==> src/rtl/lsu_pkg.sv <==
// Shared types and constants for the load/store unit: FSM states, access sizes,
// FUNCT3 codes and the default bus timeout.
package lsu_pkg;

    typedef enum logic [1:0] {
        IDLE = 2'd0,
        REQ  = 2'd1,
        DONE = 2'd2
    } state_t;

    typedef enum logic [1:0] {
        SZ_BYTE = 2'd0,
        SZ_HALF = 2'd1,
        SZ_WORD = 2'd2
    } size_t;

    localparam logic [2:0] F3_B  = 3'b000;
    localparam logic [2:0] F3_H  = 3'b001;
    localparam logic [2:0] F3_W  = 3'b010;
    localparam logic [2:0] F3_BU = 3'b100;
    localparam logic [2:0] F3_HU = 3'b101;

    localparam int LSU_TIMEOUT_DEFAULT = 255;

    // Codes 011, 110 and 111 have no defined meaning and fall back to word access.
    function automatic size_t f3_size(input logic [2:0] f3);
        case (f3)
            F3_B, F3_BU: f3_size = SZ_BYTE;
            F3_H, F3_HU: f3_size = SZ_HALF;
            default:     f3_size = SZ_WORD;
        endcase
    endfunction

endpackage

==> src/rtl/mem_access_unit_if.sv <==
// Data-memory bus between the load/store unit (master) and memory (slave).
interface mem_access_unit_if;
    logic        bus_req;
    logic        bus_we;
    logic [31:0] bus_addr;
    logic [31:0] bus_wdata;
    logic [3:0]  bus_be;
    logic [31:0] bus_rdata;
    logic        bus_ack;

    modport master (
        output bus_req, bus_we, bus_addr, bus_wdata, bus_be,
        input  bus_rdata, bus_ack
    );

    modport slave (
        input  bus_req, bus_we, bus_addr, bus_wdata, bus_be,
        output bus_rdata, bus_ack
    );
endinterface

==> src/rtl/load_extend.sv <==
// Selects the addressed byte/halfword of a read word and sign- or zero-extends it.
module load_extend
    import lsu_pkg::*;
(
    input  logic [31:0] rdata,
    input  logic [1:0]  off,
    input  size_t       size,
    input  logic        sign,
    output logic [31:0] data
);
    logic [7:0]  byte_sel;
    logic [15:0] half_sel;

    always_comb begin
        byte_sel = rdata[{off, 3'b000} +: 8];
        half_sel = rdata[{off[1], 4'b0000} +: 16];
        case (size)
            SZ_BYTE: data = {{24{sign & byte_sel[7]}}, byte_sel};
            SZ_HALF: data = {{16{sign & half_sel[15]}}, half_sel};
            default: data = rdata;
        endcase
    end
endmodule

==> src/rtl/mem_access_unit.sv <==
// Load/store unit: issues one bus transaction per memory instruction and stalls the core.
// Define LSU_MISALIGN_CHECK_EN to trap misaligned halfword/word accesses instead of aligning them.
module mem_access_unit
    import lsu_pkg::*;
#(
    parameter int TIMEOUT = LSU_TIMEOUT_DEFAULT
) (
    input  logic               clk,
    input  logic               rst,
    input  logic               mem_rd_en,
    input  logic               mem_wr_en,
    input  logic [2:0]         funct3,
    input  logic [31:0]        addr,
    input  logic [31:0]        store_data,
    output logic [31:0]        mem_read,
    output logic               stall,
    output logic               bus_err,
    output logic               misalign,
    mem_access_unit_if.master  bus
);
    localparam logic [7:0] TIMEOUT_CNT = 8'(TIMEOUT);

    state_t      state_reg, state_next;
    logic [7:0]  cnt_reg;
    logic        bus_req_reg, bus_we_reg, err_reg;
    logic [31:0] bus_addr_reg, bus_wdata_reg, rdata_reg;
    logic [3:0]  bus_be_reg;
    logic [1:0]  off_reg;
    size_t       size_reg;
    logic        sign_reg, load_reg;

    logic        req, mis_in;
    size_t       size_in;
    logic [3:0]  be_in;
    logic [31:0] wdata_in, ext_data;

    assign req     = mem_rd_en | mem_wr_en;
    assign size_in = f3_size(funct3);

    always_comb begin
        be_in = 4'b1111;
        if (!mem_rd_en) begin
            case (size_in)
                SZ_BYTE: be_in = 4'b0001 << addr[1:0];
                SZ_HALF: be_in = 4'b0011 << {addr[1], 1'b0};
                default: be_in = 4'b1111;
            endcase
        end
    end

    // Each byte lane carries the store byte that would land there after alignment.
    for (genvar gi = 0; gi < 4; gi++) begin : g_lane
        always_comb begin
            case (size_in)
                SZ_BYTE: wdata_in[8*gi +: 8] = store_data[7:0];
                SZ_HALF: wdata_in[8*gi +: 8] = store_data[8*(gi%2) +: 8];
                default: wdata_in[8*gi +: 8] = store_data[8*gi +: 8];
            endcase
        end
    end

`ifdef LSU_MISALIGN_CHECK_EN
    logic mis_reg;

    assign mis_in = ((size_in == SZ_HALF) && addr[0]) ||
                    ((size_in == SZ_WORD) && (addr[1:0] != 2'b00));

    always_ff @(posedge clk) begin
        if (rst) mis_reg <= 1'b0;
        else     mis_reg <= (state_reg == IDLE) && req && mis_in;
    end
    assign misalign = mis_reg;
`else
    assign mis_in   = 1'b0;
    assign misalign = 1'b0;
`endif

    always_comb begin
        state_next = state_reg;
        stall      = 1'b0;
        case (state_reg)
            IDLE: begin
                stall = req;
                if (req) state_next = mis_in ? DONE : REQ;
            end
            REQ: begin
                stall = 1'b1;
                if (bus.bus_ack || (cnt_reg == TIMEOUT_CNT)) state_next = DONE;
            end
            DONE:    state_next = IDLE;
            default: state_next = IDLE;
        endcase
    end

    always_ff @(posedge clk) begin
        if (rst) begin
            state_reg     <= IDLE;
            cnt_reg       <= 8'd0;
            bus_req_reg   <= 1'b0;
            bus_we_reg    <= 1'b0;
            bus_addr_reg  <= 32'd0;
            bus_wdata_reg <= 32'd0;
            bus_be_reg    <= 4'd0;
            err_reg       <= 1'b0;
            rdata_reg     <= 32'd0;
            off_reg       <= 2'd0;
            size_reg      <= SZ_WORD;
            sign_reg      <= 1'b0;
            load_reg      <= 1'b0;
        end else begin
            state_reg   <= state_next;
            cnt_reg     <= ((state_reg == REQ) && (state_next == REQ)) ? cnt_reg + 8'd1 : 8'd0;
            bus_req_reg <= (state_next == REQ);
            err_reg     <= (state_reg == REQ) && (state_next == DONE) && !bus.bus_ack;
            if ((state_reg == IDLE) && req) begin
                bus_we_reg    <= !mem_rd_en;
                bus_addr_reg  <= {addr[31:2], 2'b00};
                bus_wdata_reg <= wdata_in;
                bus_be_reg    <= be_in;
                off_reg       <= addr[1:0];
                size_reg      <= size_in;
                sign_reg      <= ~funct3[2];
                load_reg      <= mem_rd_en;
                rdata_reg     <= 32'd0;
            end
            // Cleared on issue, so a timed-out load returns zero.
            if ((state_reg == REQ) && bus.bus_ack) rdata_reg <= bus.bus_rdata;
        end
    end

    load_extend u_load_extend (
        .rdata (rdata_reg),
        .off   (off_reg),
        .size  (size_reg),
        .sign  (sign_reg),
        .data  (ext_data)
    );

    assign mem_read      = ((state_reg == DONE) && load_reg) ? ext_data : 32'd0;
    assign bus_err       = err_reg;
    assign bus.bus_req   = bus_req_reg;
    assign bus.bus_we    = bus_we_reg;
    assign bus.bus_addr  = bus_addr_reg;
    assign bus.bus_wdata = bus_wdata_reg;
    assign bus.bus_be    = bus_be_reg;
endmodule

==> src/flat_wrapper.sv <==
// flat-port wrapper written by rule: the top's interface ports become plain ports
module mem_access_unit_flat import lsu_pkg::*;
#(
    parameter int TIMEOUT = LSU_TIMEOUT_DEFAULT
)
  (clk, rst, mem_rd_en, mem_wr_en, funct3, addr, store_data, mem_read, stall, bus_err, misalign, bus_bus_req, bus_bus_we, bus_bus_addr, bus_bus_wdata, bus_bus_be, bus_bus_rdata, bus_bus_ack);
  mem_access_unit_if bus_i ();
  input  logic clk;
  input  logic rst;
  input  logic mem_rd_en;
  input  logic mem_wr_en;
  input  logic [2:0] funct3;
  input  logic [31:0] addr;
  input  logic [31:0] store_data;
  output logic [31:0] mem_read;
  output logic stall;
  output logic bus_err;
  output logic misalign;
  output wire logic [$bits(bus_i.bus_req)-1:0] bus_bus_req;
  output wire logic [$bits(bus_i.bus_we)-1:0] bus_bus_we;
  output wire logic [$bits(bus_i.bus_addr)-1:0] bus_bus_addr;
  output wire logic [$bits(bus_i.bus_wdata)-1:0] bus_bus_wdata;
  output wire logic [$bits(bus_i.bus_be)-1:0] bus_bus_be;
  input wire logic [$bits(bus_i.bus_rdata)-1:0] bus_bus_rdata;
  input wire logic [$bits(bus_i.bus_ack)-1:0] bus_bus_ack;
  assign bus_bus_req = bus_i.bus_req;
  assign bus_bus_we = bus_i.bus_we;
  assign bus_bus_addr = bus_i.bus_addr;
  assign bus_bus_wdata = bus_i.bus_wdata;
  assign bus_bus_be = bus_i.bus_be;
  assign bus_i.bus_rdata = bus_bus_rdata;
  assign bus_i.bus_ack = bus_bus_ack;
  mem_access_unit #(.TIMEOUT(TIMEOUT)) u_core (.clk(clk), .rst(rst), .mem_rd_en(mem_rd_en), .mem_wr_en(mem_wr_en), .funct3(funct3), .addr(addr), .store_data(store_data), .mem_read(mem_read), .stall(stall), .bus_err(bus_err), .misalign(misalign), .bus(bus_i));
endmodule
==> config.mk <==
export PLATFORM = sky130hd
export DESIGN_NAME = mem_access_unit_flat
export DESIGN_NICKNAME = d
export VERILOG_FILES = /design/src/rtl/lsu_pkg.sv /design/src/rtl/mem_access_unit_if.sv /design/src/rtl/load_extend.sv /design/src/rtl/mem_access_unit.sv /design/src/flat_wrapper.sv
export SDC_FILE = /design/constraint.sdc
export NUM_CORES = 1
export LEC_CHECK = 0
export ABC_AREA = 0
export CORE_MARGIN = 5
export CORE_UTILIZATION = 35
export CTS_CLUSTER_SIZE = 16
export DETAILED_ROUTE_END_ITERATION = 16
export GPL_ROUTABILITY_DRIVEN = 0
export PLACE_DENSITY = 0.65
export SLEW_MARGIN = 20
export SYNTH_ARGS = -nofsm -noshare
export SYNTH_HDL_FRONTEND = slang
export SYNTH_HIERARCHICAL = 1
export SYNTH_SLANG_ARGS = --single-unit
==> constraint.sdc <==
create_clock -name clk -period 3.49 [get_ports clk]
set_input_delay 0.349 -clock clk [delete_from_list [all_inputs] [get_ports clk]]
set_output_delay 0.349 -clock clk [all_outputs]
set_load 0.05 [all_outputs]
==> impl_metrics.py <==
metrics = {
    "finish": {
        "instances_no_fill": 1109,
        "drive_above_1_share": 0.109,
        "area_delta_synth_final_pct": 45.3,
        "utilization": 0.512,
        "diodes": 0,
        "fin_nets": 981,
        "stdcell_area_um2": 8410,
    },
    "route": {
        "wirelength_um": 18800,
        "drc_errors": 0,
        "ant_nets": 0,
        "via_per_inst": 5.19,
        "first_pass_iters": 5,
        "drt_iter0_drc": 424,
        "via_count": 5751,
        "wl_per_cell_um": 17.0,
    },
    "logic_synthesis": {
        "synth-adder-area-share": 0.00216,
        "synth_compound_area_frac": 0.299,
        "synth-simple-area-share": 0.174,
        "syn_inst": 718,
        "post_synth_num_cell_types": 50,
        "ys_ff_latch": 117,
        "synth_area_um2": 5790,
        "yosys_warnings": 6,
        "avgSynthCellArea_um2": 8.06,
        "ys_seq_area_frac": 0.405,
        "synth-xor-area-share": 0.00454,
        "yosysTopAreaCell": "dfxtp_1",
        "synthTopCellsByArea": "dfxtp_1 (40%), a21oi_1 (11%), o21ai_0 (5.8%)",
        "synth_top_cell_area_share": 0.405,
        "synth_top_family_by_area": "compound AO/OA/AOI/OAI gates",
        "synthMuxAreaShare": 0.0504,
        "synthArstFlopShare": 0,
        "ys.flop_type": "dfxtp_1",
        "synth-edff-count": 0,
    },
    "floorplanning": {
        "start_util": 0.353,
        "rows": 47,
        "die_h_um": 139,
        "core_um2": 16400,
        "io-pin-count": 209,
        "die_area_um2": 19200,
        "die_w_um": 139,
    },
    "cts": {
        "clkLatencyLatePin_ns": 0.41,
        "clk_pin_slew_worst_paths_ns": 0.05,
        "cts_buffer_depth": 2,
        "cts_tree": "done",
        "cts_hold_buf": 0,
        "ctsResizeCount": 0,
        "cts_made_buffers": 17,
        "h-tree-depth": 4,
        "postCtsSetupBuffers": 0,
        "cts_num_sinks": 117,
        "cts_root_buffer": "clkbuf_16",
    },
    "sta": {
        "fin_setup_tns_ns": 0,
        "rsz0062_at_grt": "no",
        "fin_crit_ns": 3.18,
        "drv_slew": 0,
        "finalHoldViolCount": 0,
        "setup_violations": 0,
        "relSlewSlack": 0.433,
        "worstMarginPinSlew_ns": 0.848,
        "timing.final.ws_setup_ns": 0.308,
        "final.period_utilization": 0.912,
        "finClkSkew_ns": 0.00587,
        "fmaxAchievable_ghz": 0.314,
    },
    "setup_path": {
        "r2r_start": "u_core/state_reg[1]",
        "worstPathMaxFanout": 16,
        "worstPathArrival_ns": 2.83,
        "crit_type": "reg -> out",
        "r2r-end": "u_core/rdata_reg[14]",
        "ff2ff_setup_slack_ns": 1.64,
        "r2r_cells": 4,
        "cp-end-kind": "output port",
        "cp_data_required_time_ns": 3.14,
        "start_kind": "register",
    },
    "worst_hold_path": {
        "hold_depth": 2,
        "hp-class": "in -> reg",
        "holdPathEnd": "u_core/rdata_reg[22]",
        "hp-start": "rst",
    },
    "run": {
        "cap_violations": 0,
    },
    "power_and_ir_drop": {
        "power.static_leakage_nw": 2.98,
        "ir_worst_vdd_mv": 0.320,
        "powerDensity_nw_per_um2": 493,
    },
    "placement": {
        "dp_cells": 1077,
        "dp_slack_ns": 0.741,
        "dpl.hpwl_um": 12700,
        "portBuffers": 205,
        "placed_cell_area_um2": 7820,
    },
    "grt": {
        "grt_util_all_layers": 0.191,
        "grt_max_degree": 84,
        "grt_pass1_wl_um": 30200,
        "grt_pass1_vias": 5516,
        "antenna_found_initial": 0,
        "overflow": 0,
    },
    "run_status": {
        "status": "complete, no violations",
    },
}
critical path, stage by stage (launching register included):
cell and delay [ns]:
dfxtp_1 0.67, nor2b_1 0.48, a22oi_1 0.15, o21ai_0 0.18
and2_1 0.15, clkdlybuf4s50_1 0.80
cell families after synthesis:
kind of cell / after synthesis
AOI/OAI and AO/OA: 290
xor gates and xnor gates: 3
adders and majority gates: 1
buffers and inverters: 83
DFF: 117
muxes: 27
other: 1
and+or+nand+nor: 196
Yosys cell counts, types with 4 or more instances:
library cell / instances
a21oi_1: 130
dfxtp_1: 117
nand2_1: 69
o21ai_0: 67
clkbuf_1: 51
nand3_1: 42
and2_1: 33
o211ai_1: 32
buf_2: 21
mux2_2: 17
a211oi_1: 13
nand2b_1: 11
nor2_1: 11
a21oi_2: 10
a311oi_1: 10
mux2i_1: 10
nor2b_1: 10
a22oi_1: 8
o2111ai_1: 8
buf_4: 4
final cells by class:
type | instances | area, µm²
repair buffers | 217 | 2110
well taps | 220 | 275
flip-flops and latches | 117 | 2340
clock buffers | 19 | 453
multi-input cells | 520 | 3080
fillers | 1600 | 8000
inverters | 3 | 11.3
clock inverters | 13 | 133
per-layer routing:
layer / global-route usage / wire length [µm] / up-vias
li1: - / - / 2903
met5: 0 / 0 / -
met4: 0.0577 / 257 / 0
met1: 0.249 / 8380 / 2647
met3: 0.0690 / 1540 / 20
met2: 0.298 / 8650 / 181
where the power goes:
group / internal, mW / leakage, nW / switching, mW
combinational: 0.353 / 1.73 / 0.583
sequential: 1.43 / 0.961 / 0.0641
clock: 1.08 / 0.292 / 0.632
total: 2.87 / 2.98 / 1.28
worst max-delay path by stage:
stage                       start           end  slack [ns]  cells past startpoint
4_1_cts         u_core/off_reg[1]   mem_read[3]        0.29                      5
3_3_place_gp    u_core/off_reg[1]   mem_read[3]        0.75                      5
3_5_place_dp    u_core/off_reg[1]   mem_read[4]        0.74                      5
6_report        u_core/off_reg[1]   mem_read[3]        0.31                      5
2_1_floorplan  u_core/size_reg[1]  mem_read[16]        1.46                      8
5_1_grt         u_core/off_reg[1]   mem_read[3]        0.11                      5
cells in the final DEF (no fill, tap or decap), types with 6 or more instances in the layout:
cell / count
a21oi_1: 130
nand2_1: 69
o211ai_1: 32
clkinv_2: 6
a211oi_1: 13
and2_1: 33
mux2i_1: 10
buf_4: 29
nor2_1: 11
a22oi_1: 8
a21oi_2: 10
o21ai_0: 67
a311oi_1: 10
nand3_1: 42
dfxtp_1: 117
clkbuf_16: 17
clkdlybuf4s50_1: 187
o2111ai_1: 8
nand2b_1: 11
nor2b_1: 10
mux2_2: 17
metrics by stage:
stage	total power, mW	hold slack (ns)
2_1_floorplan	2.11	0.426
6_report	4.14	0.459
5_1_grt	4.33	0.482
3_5_place_dp	2.46	0.466
3_3_place_gp	2.46	0.445
4_1_cts	4.19	0.451
Note: power is estimated with default switching activity, not from simulation.
==> edit: new RTL, config.mk and constraints unchanged <==
Build with the macro `LSU_MISALIGN_CHECK_EN` defined.
--- a/src/rtl/mem_access_unit.sv
+++ b/src/rtl/mem_access_unit.sv
@@ -1,5 +1,7 @@
 // Load/store unit: issues one bus transaction per memory instruction and stalls the core.
 // Define LSU_MISALIGN_CHECK_EN to trap misaligned halfword/word accesses instead of aligning them.
+`define LSU_MISALIGN_CHECK_EN
+
 module mem_access_unit
     import lsu_pkg::*;
 #(
Behaviour: not the same (Yosys sat finds a counterexample within 4 cycles, from zero or initial values and one cycle with rst high).
==> edit against the unedited design <==
- sequential power rose by 3%
- worst setup slack improved by 0.0074 ns
- largest power group unchanged
- cell area rose by 0.33%
- total power rose by 7.2%
- area after synthesis fell by 1.8%
- wire length rose by 3.8%
- sequential cell count rose by 1
- global-route usage rose by 1.4 points
- worst hold slack got worse by 0.048 ns
- die area fell by 1.7%
- critical endpoint is now mem_read[23]
- utilization rose by 1.9 points
- sequential share of layout area rose by 0.16 points
- critical path depth rose by 2
==> edit: results (changes against the unedited design) <==
| Metric | Value |
|---|---|
| Drt total wl | `19500 um (was 18800 um)` |
| Sequential cell area fraction in the yosys report | `41.6% (was 40.5%)` |
| Fillers | `1551 (was 1600)` |
| Compound-cell area share of the yosys netlist | `29.9% (about the same)` |
| Final nets | `979 (was 981)` |
| Vias per Instance | `5.29 (was 5.19)` |
| Setup skew after layout | `0.00555 ns (was 0.00587 ns)` |
| Metal3 WL | `2300 um (was 1540 um)` |
| I/O Buffers | `206 (was 205)` |
| Share of cells above drive strength 1 | `9.24% (was 10.9%)` |
| Worst Tran Pin Value | `0.781 ns (was 0.848 ns)` |
| M2 GR Usage | `31.5% (was 29.8%)` |
| Xor/xnor cell area share of the yosys netlist | `0.462% (was 0.454%)` |
| CP max stage delay | `0.70 ns (was 0.80 ns)` |
| Cells taking the most area after synthesis | `dfxtp_1 (42%), a21oi_1 (12%), nand2_1 (5.4%) (was dfxtp_1 (40%), a21oi_1 (11%), o21ai_0 (5.8%))` |
| Hold slack final | `0.411 ns (was 0.459 ns)` |
| Unique masters post-synth | `48 (was 50)` |
| Register share of total power | `34.5% (was 36.0%)` |
| Proportion of synthesized area in mux cells | `3.54% (was 5.04%)` |
| Synth top cells by count | `a21oi_1 (131), dfxtp_1 (118), nand2_1 (82) (was a21oi_1 (130), dfxtp_1 (117), nand2_1 (69))` |
| Pre-CTS WS | `0.551 ns (was 0.741 ns)` |
| Reg2reg start | `u_core/state_reg[0] (was u_core/state_reg[1])` |
| Reg2reg end | `u_core/bus.bus_req (was u_core/rdata_reg[14])` |
| Placed Cells | `1071 (was 1077)` |
| Status | `completed (unchanged)` |
| Leakage | `3.00 nW (was 2.98 nW)` |
| Root Driver | `clkbuf_16 (unchanged)` |
| Max Freq | `315 MHz (was 314 MHz)` |
| Initial drt markers | `401 (was 424)` |
| End of the critical path | `mem_read[23] (was mem_read[3])` |
| Routed length on met2 | `8720 um (was 8650 um)` |
| Peak supply drop | `0.000365 V (was 0.000320 V)` |
| Vias in the first global route | `5533 (was 5516)` |
| GRT Util Overall | `20.5% (was 19.1%)` |
| Post-DP Area | `7830 um^2 (was 7820 um^2)` |
| Total number of vias | `5839 (was 5751)` |
| Power Internal | `2.99 mW (was 2.87 mW)` |
| P_seq | `1.53 mW (was 1.49 mW)` |
| Adder-Cell Fraction of Synth Area | `0.220% (was 0.216%)` |
| Post-Syn Area per Cell | `8.02 um^2 (was 8.06 um^2)` |
| Hold endpoint | `u_core/rdata_reg[14] (was u_core/rdata_reg[22])` |
| Metal1 wirelength | `8180 um (was 8380 um)` |
==> edit: cell types whose count changed after synthesis, sizes merged, moves of 4 or more <==
cell / before / now
nand2b: 11 / 3
mux2: 17 / 9
a311oi: 10 / 17
o21ai: 67 / 53
o2111ai: 8 / 0
nand2: 69 / 82
a22oi: 9 / 15
clkbuf: 51 / 47
==> edit: area by class of cell <==
| cell class | count | area, um^2 | area share, % |
|---|---|---|---|
| clock buffer | 17 | 425 | 5.04 |
| clock inverter | 15 | 180 | 2.14 |
| inverter | 2 | 7.51 | 0.0890 |
| multi-input combinational | 514 | 3000 | 35.5 |
| sequential | 118 | 2360 | 28.0 |
| tap | 216 | 270 | 3.20 |
| timing repair buffer | 221 | 2190 | 26.0 |
==> edit: critical path, delay by kind of cell, from the launching register on <==
| kind | cells | cell delay, ns |
|---|---|---|
| buf+inv | 2 | 0.94 |
| flops | 1 | 0.53 |
| mux | 1 | 0.40 |
| simple gates | 2 | 0.31 |
| compound gates | 2 | 0.23 |
